## src/rtl/y_mc_sequencer.sv

```systemverilog
// Multi-cycle FETCH/DECODE/EXEC/MEM/WB control FSM for the MIPS-subset datapath.
// Optional performance counters are built when Y_PERF_CNT_EN is defined.
module y_mc_sequencer #(
  parameter int MEM_WAIT_MAX = 15,
  parameter int CNT_WIDTH    = 32
) (
  input  logic                 clk,
  input  logic                 resetN,
  input  logic [5:0]           opCode,
  input  logic [5:0]           fnCode,
  input  logic                 zero,
  input  logic                 INT,
  input  logic                 memAck,
  output logic                 memReq,
  output logic                 memSel,
  output logic                 memWe,
  output logic                 irWrite,
  output logic                 pcWrite,
  output logic [1:0]           pcSrc,
  output logic                 RegWrite,
  output logic                 RegDst,
  output logic                 ALUSrc,
  output logic [2:0]           op,
  output logic                 Mem2Reg,
  output logic                 instRet,
  output logic                 illegal,
  output logic                 memTimeout,
  output logic [2:0]           state,
  output logic [CNT_WIDTH-1:0] cycleCnt,
  output logic [CNT_WIDTH-1:0] retCnt
);

  typedef enum logic [2:0] {
    S_RST    = 3'd0,
    S_FETCH  = 3'd1,
    S_DECODE = 3'd2,
    S_EXEC   = 3'd3,
    S_MEM    = 3'd4,
    S_WB     = 3'd5,
    S_TRAP   = 3'd6
  } state_t;

  localparam int WAIT_W = $clog2(MEM_WAIT_MAX + 1);
  localparam logic [WAIT_W-1:0] WAIT_LAST = WAIT_W'(MEM_WAIT_MAX - 1);

  state_t            state_q, state_d;
  logic [WAIT_W-1:0] wait_cnt_q, wait_cnt_d;
  logic              illegal_q, illegal_d;
  logic              timeout_q, timeout_d;

  logic       is_rtype, is_lw, is_sw, is_beq, is_j;
  logic       fn_ok, dec_illegal;
  logic [2:0] fn_op, alu_op;
  logic       alu_src;
  logic       retire;
  logic [1:0] br_src;

  assign is_rtype = (opCode == 6'b000000);
  assign is_lw    = (opCode == 6'b100011);
  assign is_sw    = (opCode == 6'b101011);
  assign is_beq   = (opCode == 6'b000100);
  assign is_j     = (opCode == 6'b000010);

  always_comb begin
    fn_ok = 1'b1;
    fn_op = 3'b000;
    case (fnCode)
      6'b100000: fn_op = 3'b010;
      6'b100010: fn_op = 3'b110;
      6'b100100: fn_op = 3'b000;
      6'b100101: fn_op = 3'b001;
      6'b101010: fn_op = 3'b111;
      default:   fn_ok = 1'b0;
    endcase
  end

  assign dec_illegal = !(is_lw || is_sw || is_beq || is_j || (is_rtype && fn_ok));

  always_comb begin
    alu_op  = 3'b000;
    alu_src = 1'b0;
    if (is_lw || is_sw) begin
      alu_op  = 3'b010;
      alu_src = 1'b1;
    end else if (is_beq) begin
      alu_op = 3'b110;
    end else if (is_rtype) begin
      alu_op = fn_op;
    end
  end

  always_comb begin
    state_d    = state_q;
    wait_cnt_d = '0;
    illegal_d  = illegal_q;
    timeout_d  = timeout_q;
    retire     = 1'b0;
    br_src     = 2'd0;
    memReq     = 1'b0;
    memSel     = 1'b0;
    memWe      = 1'b0;
    irWrite    = 1'b0;
    pcWrite    = 1'b0;
    pcSrc      = 2'd0;
    RegWrite   = 1'b0;
    RegDst     = 1'b0;
    ALUSrc     = 1'b0;
    op         = 3'b000;
    Mem2Reg    = 1'b0;
    instRet    = 1'b0;

    case (state_q)
      // The async reset holds state_q here, so gating by resetN keeps outputs low in reset.
      S_RST: begin
        pcWrite = resetN;
        pcSrc   = resetN ? 2'd3 : 2'd0;
        state_d = S_FETCH;
      end
      S_FETCH: begin
        memReq = 1'b1;
        if (memAck) begin
          irWrite = 1'b1;
          state_d = S_DECODE;
        end else if (wait_cnt_q == WAIT_LAST) begin
          timeout_d = 1'b1;
          state_d   = S_TRAP;
        end else begin
          wait_cnt_d = wait_cnt_q + 1'b1;
        end
      end
      S_DECODE: begin
        if (dec_illegal) begin
          illegal_d = 1'b1;
          state_d   = S_TRAP;
        end else begin
          state_d = S_EXEC;
        end
      end
      S_EXEC: begin
        op     = alu_op;
        ALUSrc = alu_src;
        if (is_rtype) begin
          state_d = S_WB;
        end else if (is_lw || is_sw) begin
          state_d = S_MEM;
        end else begin
          retire = 1'b1;
          br_src = is_beq ? {1'b0, zero} : 2'd2;
        end
      end
      S_MEM: begin
        memReq = 1'b1;
        memSel = 1'b1;
        memWe  = is_sw;
        op     = alu_op;
        ALUSrc = alu_src;
        if (memAck) begin
          if (is_sw) retire = 1'b1;
          else       state_d = S_WB;
        end else if (wait_cnt_q == WAIT_LAST) begin
          timeout_d = 1'b1;
          state_d   = S_TRAP;
        end else begin
          wait_cnt_d = wait_cnt_q + 1'b1;
        end
      end
      S_WB: begin
        RegWrite = 1'b1;
        RegDst   = is_rtype;
        Mem2Reg  = is_lw;
        retire   = 1'b1;
      end
      S_TRAP: begin
        if (INT) begin
          pcWrite   = 1'b1;
          pcSrc     = 2'd3;
          illegal_d = 1'b0;
          timeout_d = 1'b0;
          state_d   = S_FETCH;
        end
      end
      default: state_d = S_RST;
    endcase

    // A pending interrupt redirects the single PC update of the retiring instruction.
    if (retire) begin
      pcWrite = 1'b1;
      instRet = 1'b1;
      pcSrc   = INT ? 2'd3 : br_src;
      state_d = S_FETCH;
    end
  end

  always_ff @(posedge clk or negedge resetN) begin
    if (!resetN) begin
      state_q    <= S_RST;
      wait_cnt_q <= '0;
      illegal_q  <= 1'b0;
      timeout_q  <= 1'b0;
    end else begin
      state_q    <= state_d;
      wait_cnt_q <= wait_cnt_d;
      illegal_q  <= illegal_d;
      timeout_q  <= timeout_d;
    end
  end

  assign state      = state_q;
  assign illegal    = illegal_q;
  assign memTimeout = timeout_q;

`ifdef Y_PERF_CNT_EN
  logic [CNT_WIDTH-1:0] cycle_cnt_q, cycle_cnt_d;
  logic [CNT_WIDTH-1:0] ret_cnt_q, ret_cnt_d;

  always_comb begin
    cycle_cnt_d = cycle_cnt_q + 1'b1;
    ret_cnt_d   = ret_cnt_q + {{(CNT_WIDTH-1){1'b0}}, instRet};
  end

  always_ff @(posedge clk or negedge resetN) begin
    if (!resetN) begin
      cycle_cnt_q <= '0;
      ret_cnt_q   <= '0;
    end else begin
      cycle_cnt_q <= cycle_cnt_d;
      ret_cnt_q   <= ret_cnt_d;
    end
  end

  assign cycleCnt = cycle_cnt_q;
  assign retCnt   = ret_cnt_q;
`else
  assign cycleCnt = '0;
  assign retCnt   = '0;
`endif

endmodule

```

## config.mk

```make
export PLATFORM = sky130hd
export DESIGN_NAME = y_mc_sequencer
export DESIGN_NICKNAME = d
export VERILOG_FILES = /design/src/rtl/y_mc_sequencer.sv
export SDC_FILE = /design/constraint.sdc
export NUM_CORES = 1
export LEC_CHECK = 0
export ABC_AREA = 1
export BUFFER_PORTS_ARGS = -buffer_cell sky130_fd_sc_hd__buf_2
export CORE_MARGIN = 2
export CORE_UTILIZATION = 28
export CTS_BUF_LIST = sky130_fd_sc_hd__clkbuf_16
export DETAILED_ROUTE_END_ITERATION = 10
export PLACE_DENSITY = 0.7
export REMOVE_ABC_BUFFERS = 1
export SLEW_MARGIN = 20
export SYNTH_ARGS = -nofsm -noshare
export SYNTH_HDL_FRONTEND = slang
export SYNTH_SLANG_ARGS = --single-unit
```

## constraint.sdc

```tcl
create_clock -name clk -period 1.6 [get_ports clk]
set_input_delay 0.08 -clock clk [delete_from_list [all_inputs] [get_ports clk]]
set_output_delay 0.08 -clock clk [all_outputs]
set_load 0.03 [all_outputs]
```

* Yosys cells after proc, flatten, opt, wreduce, memory -nomap -nowiden
Cells that the tools add are included.
** Word-level totals
- Word-level logic and storage cells :: 97
- Memories :: 0
- Memory bits (read-only) :: 0
- RAM bits :: 0
- Bits in registers :: 9
- Bits in latches :: 0
- Input bits :: 17
** Cells by class
- Magnitude comparators :: 0
- Reduce and logical (&&, ||, !) cells :: 15
- Divide/modulo/power cells :: 0
- Add/subtract/negate cells :: 1
- Shift operators :: 0
- Eq/ne operators :: 24
- Bitwise logic cells :: 0
- Multipliers :: 0
- Muxes and demuxes :: 53
** Operators by type and width (number)
- $eq 6x6->1 const B :: 7
- $mux 3 :: 13
- $mux 1 :: 22
- $pmux 3 s7 :: 1
- $mux 2 :: 8
- $mux 4 :: 3
- $pmux 3 s4 :: 1
- $eq 3x3->1 const B :: 3
- $ne 2x2->1 const B :: 4
- $ne 4x4->1 const B :: 2
- $reduce_and 4->1 :: 2
- $eq 3x2->1 const B :: 2
- $eq 6x2->1 const B :: 1
- $eq 6x3->1 const B :: 1
- $logic_not 6->1 :: 1
- $pmux 1 s2 :: 3
- $reduce_or 5->1 :: 1
- $add 4x1->4 const B :: 1
- $eq 4x4->1 const B :: 1
- $logic_or 1x1->1 :: 4
- $pmux 2 s2 :: 1
- $reduce_bool 2->1 :: 2
- $reduce_or 2->1 :: 2
- $eq 3x1->1 const B :: 1
- 6 further kinds :: 6

* Logic depth before layout (Yosys ltp)
Gate-level depths: netlist (run 1).
- Depth after elaboration :: 8
- Mapped depth :: 10

* Worst setup path before layout (run 1)
OpenSTA, ideal clock, no wires.
- Path type :: register to output
- Start point :: register state_q[0], in the netlist state[0]
- End point :: output pcSrc[0]
- Stages on the path, launching flop included :: 10
- Data arrival time :: 1.886 ns
- Setup slack :: -0.366 ns
- Buffers on the path :: 0
- Path through :: dfrtp_1 > inv_2 > nand3_2 > inv_2 > nand2_2 > nor2_2 > nand2_2 > nand3_2 > nand2_1 > nand2_1
** On the way
- Word-level cells in the longest chain between the ends :: 4
** RTL lines
- start, declared :: RTL line 46 : state_t state_q, state_d;
- start signal, assigned :: RTL line 201 : state_q <= state_d;
- $eq 3x2->1 :: RTL line 112 : case (state_q)
- $mux 2 :: RTL line 112
- $mux 2 :: RTL line 189 : pcSrc = INT ? 2'd3 : br_src;
- $mux 2 (*) :: RTL line 186 : if (retire) begin
- end, declared :: RTL line 19 : output logic [1:0] pcSrc,
Mark *: on every way between the ends. The rest lies on a longest branch, timed or not.

* Final worst setup path (run 1)
- Start point :: register state_q[1], in the netlist state[1]
- End point :: output pcSrc[1]
Same word-level chain as after synthesis.

==> results of run 1 <==
[worst min-delay path by stage]
stage           start             to  slack [ns]  cells past startpoint
4_1_cts           INT        illegal        0.15                      4
3_3_place_gp   resetN  wait_cnt_q[3]       -0.05                      1
2_1_floorplan  resetN        illegal       -0.22                      0
5_1_grt           INT        illegal        0.18                      4
3_5_place_dp   resetN  wait_cnt_q[3]       -0.05                      1
6_report          INT        illegal        0.14                      4
[cells in the final DEF, fill, tap and decap left out, types with 2 or more instances in the layout]
master | netlist | layout
nand2_1 | 35 | 34
inv_1 | 19 | 18
a21oi_1 | 3 | 3
nand3_2 | 3 | 2
o21ai_1 | 1 | 2
nor2_1 | 25 | 25
nand2_2 | 3 | 4
nand3b_1 | 2 | 2
dfrtp_1 | 9 | 8
buf_4 | 64 | 10
buf_2 | 0 | 32
ha_1 | 2 | 2
inv_2 | 5 | 6
buf_6 | 0 | 2
o21ai_0 | 6 | 5
nand3_1 | 13 | 12
nand3_4 | 0 | 2
nor3_2 | 1 | 2
conb_1 | 1 | 64
clkbuf_16 | 0 | 3
nor2_4 | 0 | 2
[power by group]
part	internal [mW]	switching, mW	leakage [nW]
registers	0.300	0.0610	0.113
logic	0.411	0.952	0.785
clock network	0.326	0.108	0.0423
total	1.04	1.12	0.940
[kinds of logic after synthesis]
family,Yosys count,synth area share
AOI/OAI and AO/OA,11,0.0447
and+or+nand+nor,86,0.301
DFF,9,0.175
other,1,0.00292
adders and majority gates,2,0.0195
buffers and inverters,88,0.444
xor gates and xnor gates,2,0.0136
[worst register-to-register path, cell delays in order, from the launching register on]
cell and delay (ns):
dfrtp_1 0.40, inv_2 0.08, nand2_1 0.12, nor2_4 0.07, buf_4 0.13, nor2_1 0.08
o21ai_0 0.08, a21oi_1 0.12, nand2_1 0.07, nand2_1 0.05, nand2_1 0.05
[layout make-up]
type                       count  area, um2
fill                         485       2880
multi-input combinational    165        764
timing repair buffer          46        275
sequential                     9        226
inverter                      24       92.6
clock buffer                   3       75.1
tap                           52       65.1
clock inverter                 1       3.75
[what timing repair did]
action	CTS	global route
hold buffers	1	0
setup endpoints to repair	4	5
pin swaps	0	2
gates resized for setup	9	9
hold endpoints to repair	9	0
setup buffers	4	4
[sequential cells by signal, indices dropped and copies added (netlist names)]
name,flops
wait_cnt_q,4
state,3
illegal,1
memTimeout,1
[layer usage]
layer / wire (um) / share of wire / vias up / track usage
met5: 0 / 0 / - / 0
met4: 39 / 0.015 / 0 / 0.0377
met3: 263 / 0.098 / 4 / 0.0281
met2: 1310 / 0.49 / 59 / 0.169
met1: 1070 / 0.40 / 493 / 0.119
li1: - / - / 584 / -
[synth_stat cells (2+ instances only)]
master	n	area, um2
nand3_2	3	30.0
dfrtp_1	9	225
inv_2	5	18.8
o21ai_0	6	30.0
inv_1	19	71.3
nor2_1	25	93.8
nand2_1	35	131
nor2_2	2	12.5
a21oi_1	3	15.0
buf_4	64	480
nand3_1	13	65.1
nor3_1	2	10.0
ha_1	2	25.0
nand2_2	3	18.8
nand3b_1	2	15.0
[metrics by stage]
step	hold WS [ns]	setup WS (ns)
after global routing	0.181	-0.0694
after floorplan	-0.216	-0.366
after detailed placement	-0.0454	0.133
final	0.143	0.0347
after global placement	-0.0544	0.155
after CTS	0.150	0.00329
==> metrics.cfg, run 1 <==
[status]
status = finished, final reports clean

[final_layout]
final_cell_count_no_fill = 300
drive_above_1_share = 0.274
fin_area_um2 = 1500
area_growth_pct = 16.8
final_nets = 268
postLayoutCoreUtil = 0.343
diodes = 0

[floorplanning]
die-height_um = 71.8
die_w_um = 71.8
initial_core_util = 0.293
rows = 24
die_area_um2 = 5150
core_region_area_um2 = 4380
ios = 101

[sta]
finalCritPeriodShare = 0.978
fmax_mhz = 639
rsz0062_at_grt = true
slew_violations = 0
fin_crit_ns = 1.57
hold_viol = 0
setup_violations = 0
skew_ns = 0.00361
tns_ns = 0

[yosys]
ys.flop_type = dfrtp_1
synth_cells = 199
yosysUniqueCellTypes = 21
yosys_warnings = 0
synth_area_um2 = 1290
synth.yosys.seq_area_share = 0.175
async_flop_share = 1.00
ys_seq_elements = 9
synth-edff-count = 0
syn-mean-instance-area_um2 = 6.46

[clock_network]
cts_root_buf = clkbuf_16
ctsLongestPathBuffers = 2
cts_buffers = 3
htreeDepth = 1
clock_latency_ns = 0.23
clock-sinks = 9
path_clk_slew_ns = 0.04
cts_tree = done

[power]
p_leak_nw = 0.940
fin_total_pwr_mw = 2.16
pwr_density_cell_nw_per_um2 = 1440
peakVddDrop_mv = 0.795

[drt]
drc = 0
vias = 1140
drtIter0Drc = 29
vias_per_cell = 3.80
first_pass_iters = 4
routedWlPerCell_um = 8.96
antenna_left = 0
wl_um = 2690

[setup_path]
crit_start = state[1]
crit_buf_inv = 3
max_stage_delay_ns = 0.44
r2r-start = state[0]
crit_chain = inv_4 -> nand3_4 -> inv_2 -> nand2_2 -> nor2_4 -> nand2_2 -> nand3_4 -> nand2_1 -> nand2_1 -> buf_6
cp-endpoint = pcSrc[1]
r2r_end = state[0]
cp.arrival_ns = 1.49
cpLargestDelayFamily = simple AND/OR/NAND/NOR gates
regToRegSetupSlack_ns = 0.24
critPathLaunchType = register
critPathRequiredTime_ns = 1.52
cp_num_cells = 10
crit_fanout = 5
reg2regPathDepth = 10
worst_path_max_delay_cell = dfrtp_2
critPathCaptureType = output port
worstSetupPathType = register to output port

[placement]
placedInstanceArea_um2 = 1290
gp_congestion = 0.827
dpl.hpwl_um = 2270
dp_cells = 287
portBuffers = 36

[global_routing]
grt_pass1_wl_um = 4100
track_usage = 0.0996
grt_start_max_net_pins = 11
gr-total-overflow = 0
antenna_found_initial = 0
grt_pass1_vias = 947

[flow_run]
max_cap_viol_count = 0

[worst_hold_path]
hp-class = input pin to register

Power figures use the tool's default switching activity.
==> run 2, diff against run 1 <==
==> constraint.sdc (replaced) <==
create_clock -name clk -period 1.6 [get_ports clk]
set_input_delay 0.08 -clock clk [delete_from_list [all_inputs] [get_ports clk]]
set_output_delay 0.08 -clock clk [all_outputs]
set_load 0.05 [all_outputs]
==> run 2 against run 1 <==
  * The run now ends with negative setup slack left
  * Wire length rose by 0.26%
  * Final cell count did not move
  * Sequential share of layout area fell by 0.25 points
  * First-iteration DRC count fell by 31%
  * Critical endpoint unchanged
  * Critical path type unchanged
  * Largest cell class unchanged
  * Non-clock buffer count did not move
  * Worst hold slack got worse by 0.0051 ns
  * Die area did not move
==> metrics.cfg, run 2 (same netlist as run 1, synthesis figures left out) <==
[setup_path]
reg2regPathDepth = 10  ; unchanged
cp.arrival_ns = 1.54  ; +0.05 ns
worst_path_max_delay_cell = dfrtp_1
critPathCaptureType = output port
crit_fanout = 4  ; -1
critPathLaunchType = register
worstSetupPathType = register to output port
critPathRequiredTime_ns = 1.52  ; about the same
path_common_cell = nand2_2
max_stage_delay_ns = 0.41  ; -0.03 ns
crit_chain = inv_2 -> nand3_4 -> inv_2 -> nand2_2 -> nor2_4 -> nand2_2 -> nand3_4 -> nand2_1 -> nand2_2 -> buf_8

[final_layout]
ff_latch_area_um2 = 226  ; unchanged
fin_area_um2 = 1530  ; +1.7%
diodes = 0  ; unchanged
regMostFlops = wait_cnt_q
drive_above_1_share = 0.274  ; unchanged
final_nets = 268  ; unchanged
final_cell_count_no_fill = 300  ; unchanged
postLayoutCoreUtil = 0.348  ; +0.00571
largest_register_ffs = 4  ; unchanged
num-fill-cells = 500  ; +3.1%
final_common_cell = conb_1
mostFrequentLayoutCells = conb_1, nand2_1, buf_2, nor2_1, inv_1
area_growth_pct = 18.8
multi_input_area_um2 = 772  ; +0.98%

[clock_network]
clock-sinks = 9  ; unchanged
clock_latency_ns = 0.23  ; about the same
cts_tree = done
ctsLongestPathBuffers = 2  ; unchanged
path_clk_slew_ns = 0.04  ; about the same
cts_root_buf = clkbuf_16
cts_buffers = 3  ; unchanged
htreeDepth = 1  ; unchanged

[floorplanning]
initial_core_util = 0.293  ; unchanged
rows = 24  ; unchanged
die-height_um = 71.8  ; unchanged
core_region_area_um2 = 4380  ; unchanged
die_w_um = 71.8  ; unchanged
ios = 101  ; unchanged
die_area_um2 = 5150  ; unchanged

[sta]
skew_ns = 0.00199  ; -0.00162 ns
fmax_mhz = 617  ; -3.4%
setup_violations = 4  ; +4
setup_ws_ns = -0.0204  ; -0.0551 ns
fin_crit_ns = 1.62  ; +0.0551 ns
finalCritPeriodShare = 1.01  ; +0.0344
hold_viol = 0  ; unchanged
worst_hold_slack_ns = 0.138  ; -0.00510 ns
rsz0062_at_grt = true
tns_ns = -0.0515  ; -0.0515 ns
slew_violations = 0  ; unchanged

[worst_hold_path]
hp-class = input pin to register
whs_path_depth = 4  ; unchanged

[global_routing]
gr-usage-met2 = 0.162  ; -0.00720
track_usage = 0.0943  ; -0.00531
grt_start_max_net_pins = 10  ; -1
gr-total-overflow = 0  ; unchanged
busiest_layer = met2
antenna_found_initial = 0  ; unchanged
grtUsageMet1 = 0.116  ; -0.00363
grt_pass1_wl_um = 3910  ; -4.7%
grtUsageMet3 = 0.0267  ; -0.00141
grt_pass1_vias = 897  ; -5.3%

[drt]
vias_per_cell = 3.71  ; -2.4%
drtIter0Drc = 20  ; -31%
antenna_left = 0  ; unchanged
vias = 1113  ; -2.4%
wl_um = 2700  ; +0.26%
routedWlPerCell_um = 8.98  ; +0.26%
first_pass_iters = 4  ; unchanged
drc = 0  ; unchanged

[placement]
placedInstanceArea_um2 = 1320  ; +1.7%
portBuffers = 36  ; unchanged
dpl.hpwl_um = 2270  ; -0.44%
place_ws_ns = 0.0822  ; -0.0512 ns
gp_congestion = 0.839  ; +1.4%
dp_cells = 290  ; +1.0%

[power]
p_leak_nw = 0.940  ; about the same
peakVddDrop_mv = 0.841  ; +5.8%
pwr_density_cell_nw_per_um2 = 1640  ; +14%
fin_total_pwr_mw = 2.51  ; +16%

[status]
violations = negative setup slack
status = finished, violations left

[flow_run]
max_cap_viol_count = 0  ; unchanged

-- run 2: cell count changes in the layout (fill, tap and decap cells not counted), sizes merged --
cell	delta
buf	-2
clkbuf	+2
-- run 2: per-layer routing --
layer,wire (um),up-vias
li1,-,582
met1,1110,476
met2,1330,55
met3,256,0
met4,0,0
met5,0,-
-- run 2: area by class of cell --
class                   count  share of cell area
clock inverters             1             0.00246
clock buffers               3              0.0491
repair buffers             46               0.193
flip-flops and latches      9               0.148
well taps                  52              0.0426
multi-input cells         165               0.505
inverters                  24              0.0590
-- run 2: power by group --
group	leakage, nW	internal, mW	switching (mW)
clock	0.0423	0.326	0.105
sequential	0.113	0.300	0.0626
combinational	0.785	0.413	1.30
-- run 2: worst max-delay path: cells and delay by family (launching register included) --
kind,cells,cell delay (ns)
buf+inv,3,0.34
flops,1,0.41
simple gates,7,0.55
-- run 2: path summary, 6_finish.rpt --
| kind | start | endpoint | slack [ns] |
|---|---|---|---|
| setup reg to reg | state[1] | state[0] | 0.12 |
| max in group asynchronous | resetN | state[1] | 1.13 |
| setup / recovery | state[0] | pcSrc[1] | -0.02 |
| hold reg to reg | illegal | illegal | 0.49 |
| hold / removal | INT | illegal | 0.14 |
| min in group asynchronous | resetN | state[0] | 0.32 |
-- run 2: repair_timing --
action	4_1_cts	5_1_grt
endpoints found under the hold margin	9	0
setup endpoints to repair	4	7
hold buffers	1	0
pin swaps	1	1
gates resized for setup	9	19
buffers inserted	4	1
==> run 3, diff against run 2 <==
--- a/config.mk
+++ b/config.mk
@@ -6,12 +6,12 @@
 export NUM_CORES = 1
 export LEC_CHECK = 0
 export ABC_AREA = 1
-export BUFFER_PORTS_ARGS = -buffer_cell sky130_fd_sc_hd__buf_2
+export BUFFER_PORTS_ARGS = -buffer_cell sky130_fd_sc_hd__buf_4
 export CORE_MARGIN = 2
 export CORE_UTILIZATION = 28
 export CTS_BUF_LIST = sky130_fd_sc_hd__clkbuf_16
 export DETAILED_ROUTE_END_ITERATION = 10
-export PLACE_DENSITY = 0.7
+export PLACE_DENSITY = 0.73
 export REMOVE_ABC_BUFFERS = 1
 export SLEW_MARGIN = 20
 export SYNTH_ARGS = -nofsm -noshare
==> constraint.sdc (replaced) <==
create_clock -name clk -period 1.4 [get_ports clk]
set_input_delay 0.07 -clock clk [delete_from_list [all_inputs] [get_ports clk]]
set_output_delay 0.07 -clock clk [all_outputs]
set_load 0.05 [all_outputs]
==> run 3 against run 2 <==
  * The flow still finishes with violations (negative setup slack)
  * Total power grew 29%
  * Non-clock buffer count grew 12
  * Critical path type unchanged
  * Register-to-register slack lost 0.05 ns
  * Global-route usage grew 1.3 points
  * Cell area grew 16%
  * Critical endpoint unchanged
  * First-iteration DRC count grew 130%
  * Worst hold slack lost 0.015 ns
==> metrics.cfg, run 3 (same netlist as run 1, synthesis figures left out) <==
[status]
status = finished, violations left
violations = negative setup slack

[global_routing]
grt_pass1_vias = 1015  ; +13%
track_usage = 0.107  ; +0.0128
grt_start_max_net_pins = 11  ; +1
gr-total-overflow = 0  ; unchanged
grt_pass1_wl_um = 4420  ; +13%
antenna_found_initial = 0  ; unchanged

[floorplanning]
rows = 24  ; unchanged
initial_core_util = 0.293  ; unchanged
core_region_area_um2 = 4380  ; unchanged
die-height_um = 71.8  ; unchanged
die_area_um2 = 5150  ; unchanged
die_w_um = 71.8  ; unchanged
ios = 101  ; unchanged

[sta]
skew_ns = 0.00250  ; +0.000510 ns
fin_crit_ns = 1.58
tns_ns = -1.35  ; -1.30 ns
fmax_mhz = 632
hold_viol = 0  ; unchanged
finalCritPeriodShare = 1.13
setup_ws_ns = -0.184  ; -0.163 ns
slew_violations = 0  ; unchanged
setup_violations = 10  ; +6
rsz0062_at_grt = true

[setup_path]
crit_fanout = 4  ; unchanged
r2r_end = state[0]
cp.arrival_ns = 1.51  ; -0.03 ns
critPathCaptureType = output port
regToRegSetupSlack_ns = 0.07  ; -0.05 ns
r2r-start = state[0]
worstSetupPathType = register to output port
critPathLaunchType = register
reg2regPathDepth = 11  ; +1
critPathRequiredTime_ns = 1.33  ; -0.19 ns

[clock_network]
ctsLongestPathBuffers = 2  ; unchanged
cts_tree = done
clock_latency_ns = 0.24  ; about the same
path_clk_slew_ns = 0.04  ; about the same
cts_root_buf = clkbuf_16
htreeDepth = 1  ; unchanged
cts_buffers = 3  ; unchanged
clock-sinks = 9  ; unchanged

[final_layout]
final_nets = 280  ; +4.5%
area_growth_pct = 37.5
mostFrequentLayoutCells = conb_1, buf_4, nand2_1, nor2_1, inv_1
regMostFlops = wait_cnt_q
final_common_cell = conb_1
largest_register_ffs = 4  ; unchanged
drive_above_1_share = 0.335  ; +0.0604
final_cell_count_no_fill = 312  ; +4.0%
diodes = 0  ; unchanged
fin_area_um2 = 1770  ; +16%
num-fill-cells = 486  ; -2.8%

[drt]
drc = 0  ; unchanged
vias = 1203  ; +8.1%
top_layer = met4
wl_met3_um = 309  ; +21%
m1WireLength_um = 1100  ; -1.3%
first_pass_iters = 4  ; unchanged
antenna_left = 0  ; unchanged
wl_um = 2910  ; +7.8%
drtIter0Drc = 45  ; +130%
wl_met2_um = 1460  ; +10%
routedWlPerCell_um = 9.31  ; +3.7%
vias_per_cell = 3.86  ; +3.9%

[flow_run]
max_cap_viol_count = 0  ; unchanged

[worst_hold_path]
whs_path_depth = 4  ; unchanged
hp-start = INT
hp-class = input pin to register
hold_end = illegal

[power]
p_leak_nw = 1.04  ; +10%
peakVddDrop_mv = 1.12  ; +33%
pwr_density_cell_nw_per_um2 = 1830  ; +11%

[placement]
dp_cells = 299  ; +3.1%
dpl.hpwl_um = 2290  ; +1.2%
portBuffers = 36  ; unchanged
gp_congestion = 0.814  ; -3.0%
placedInstanceArea_um2 = 1480  ; +12%
place_ws_ns = -0.0363  ; -0.119 ns

-- run 3: layer usage --
metal	vias up	global-route usage
met5	-	0
met4	0	0.0440
met3	3	0.0281
met2	63	0.184
met1	531	0.126
li1	606	-
-- run 3: repair_timing --
item                       4_1_cts  5_1_grt
gates cloned                     0        0
setup endpoints to repair       13       21
pin swaps                        2        3
hold buffers                     1        0
buffers inserted                 6        2
hold endpoints to repair         9        0
resized for setup               23       15
-- run 3: worst max-delay path by stage --
stage / from / endpoint / slack (ns)
floorplan: state[0] / pcSrc[0] / -1.12
global route: state[2] / pcSrc[1] / -0.31
detailed placement: state[2] / pcSrc[1] / -0.04
global placement: state[0] / pcSrc[1] / -0.01
CTS: state[2] / pcSrc[1] / -0.19
finish: state[0] / pcSrc[1] / -0.18
-- run 3: cell type report --
class / count / area, um2 / share of cell area
clock buffers: 3 / 75.1 / 0.0424
clock inverters: 1 / 3.75 / 0.00212
inverters: 24 / 90.1 / 0.0509
multi-input cells: 165 / 810 / 0.458
flip-flops and latches: 9 / 228 / 0.129
well taps: 52 / 65.1 / 0.0368
repair buffers: 58 / 498 / 0.281
-- run 3: critical path, cell delays in order, from the launching register on --
cell and delay (ns):
dfrtp_1 0.41, inv_2 0.11, nand3_4 0.08, inv_2 0.06, nand2_2 0.05, nor2_4 0.10
nand2_2 0.09, nand3_4 0.08, nand2_1 0.07, nand2_2 0.08, buf_8 0.14
-- run 3: where the power goes --
part | switching (mW) | total (mW) | internal [mW]
clock | 0.130 | 0.504 | 0.374
sequential | 0.0707 | 0.416 | 0.345
combinational | 1.57 | 2.32 | 0.741
total | 1.78 | 3.24 | 1.46
-- run 3: per-stage QoR --
stage | total power [mW] | utilization | hold slack [ns]
after floorplan | 1.82 | - | -0.226
after global placement | 2.37 | 0.336 | -0.0975
after detailed placement | 2.37 | 0.336 | -0.0919
after CTS | 3.09 | 0.386 | 0.130
after global routing | 3.44 | 0.404 | 0.148
final | 3.24 | 0.404 | 0.123
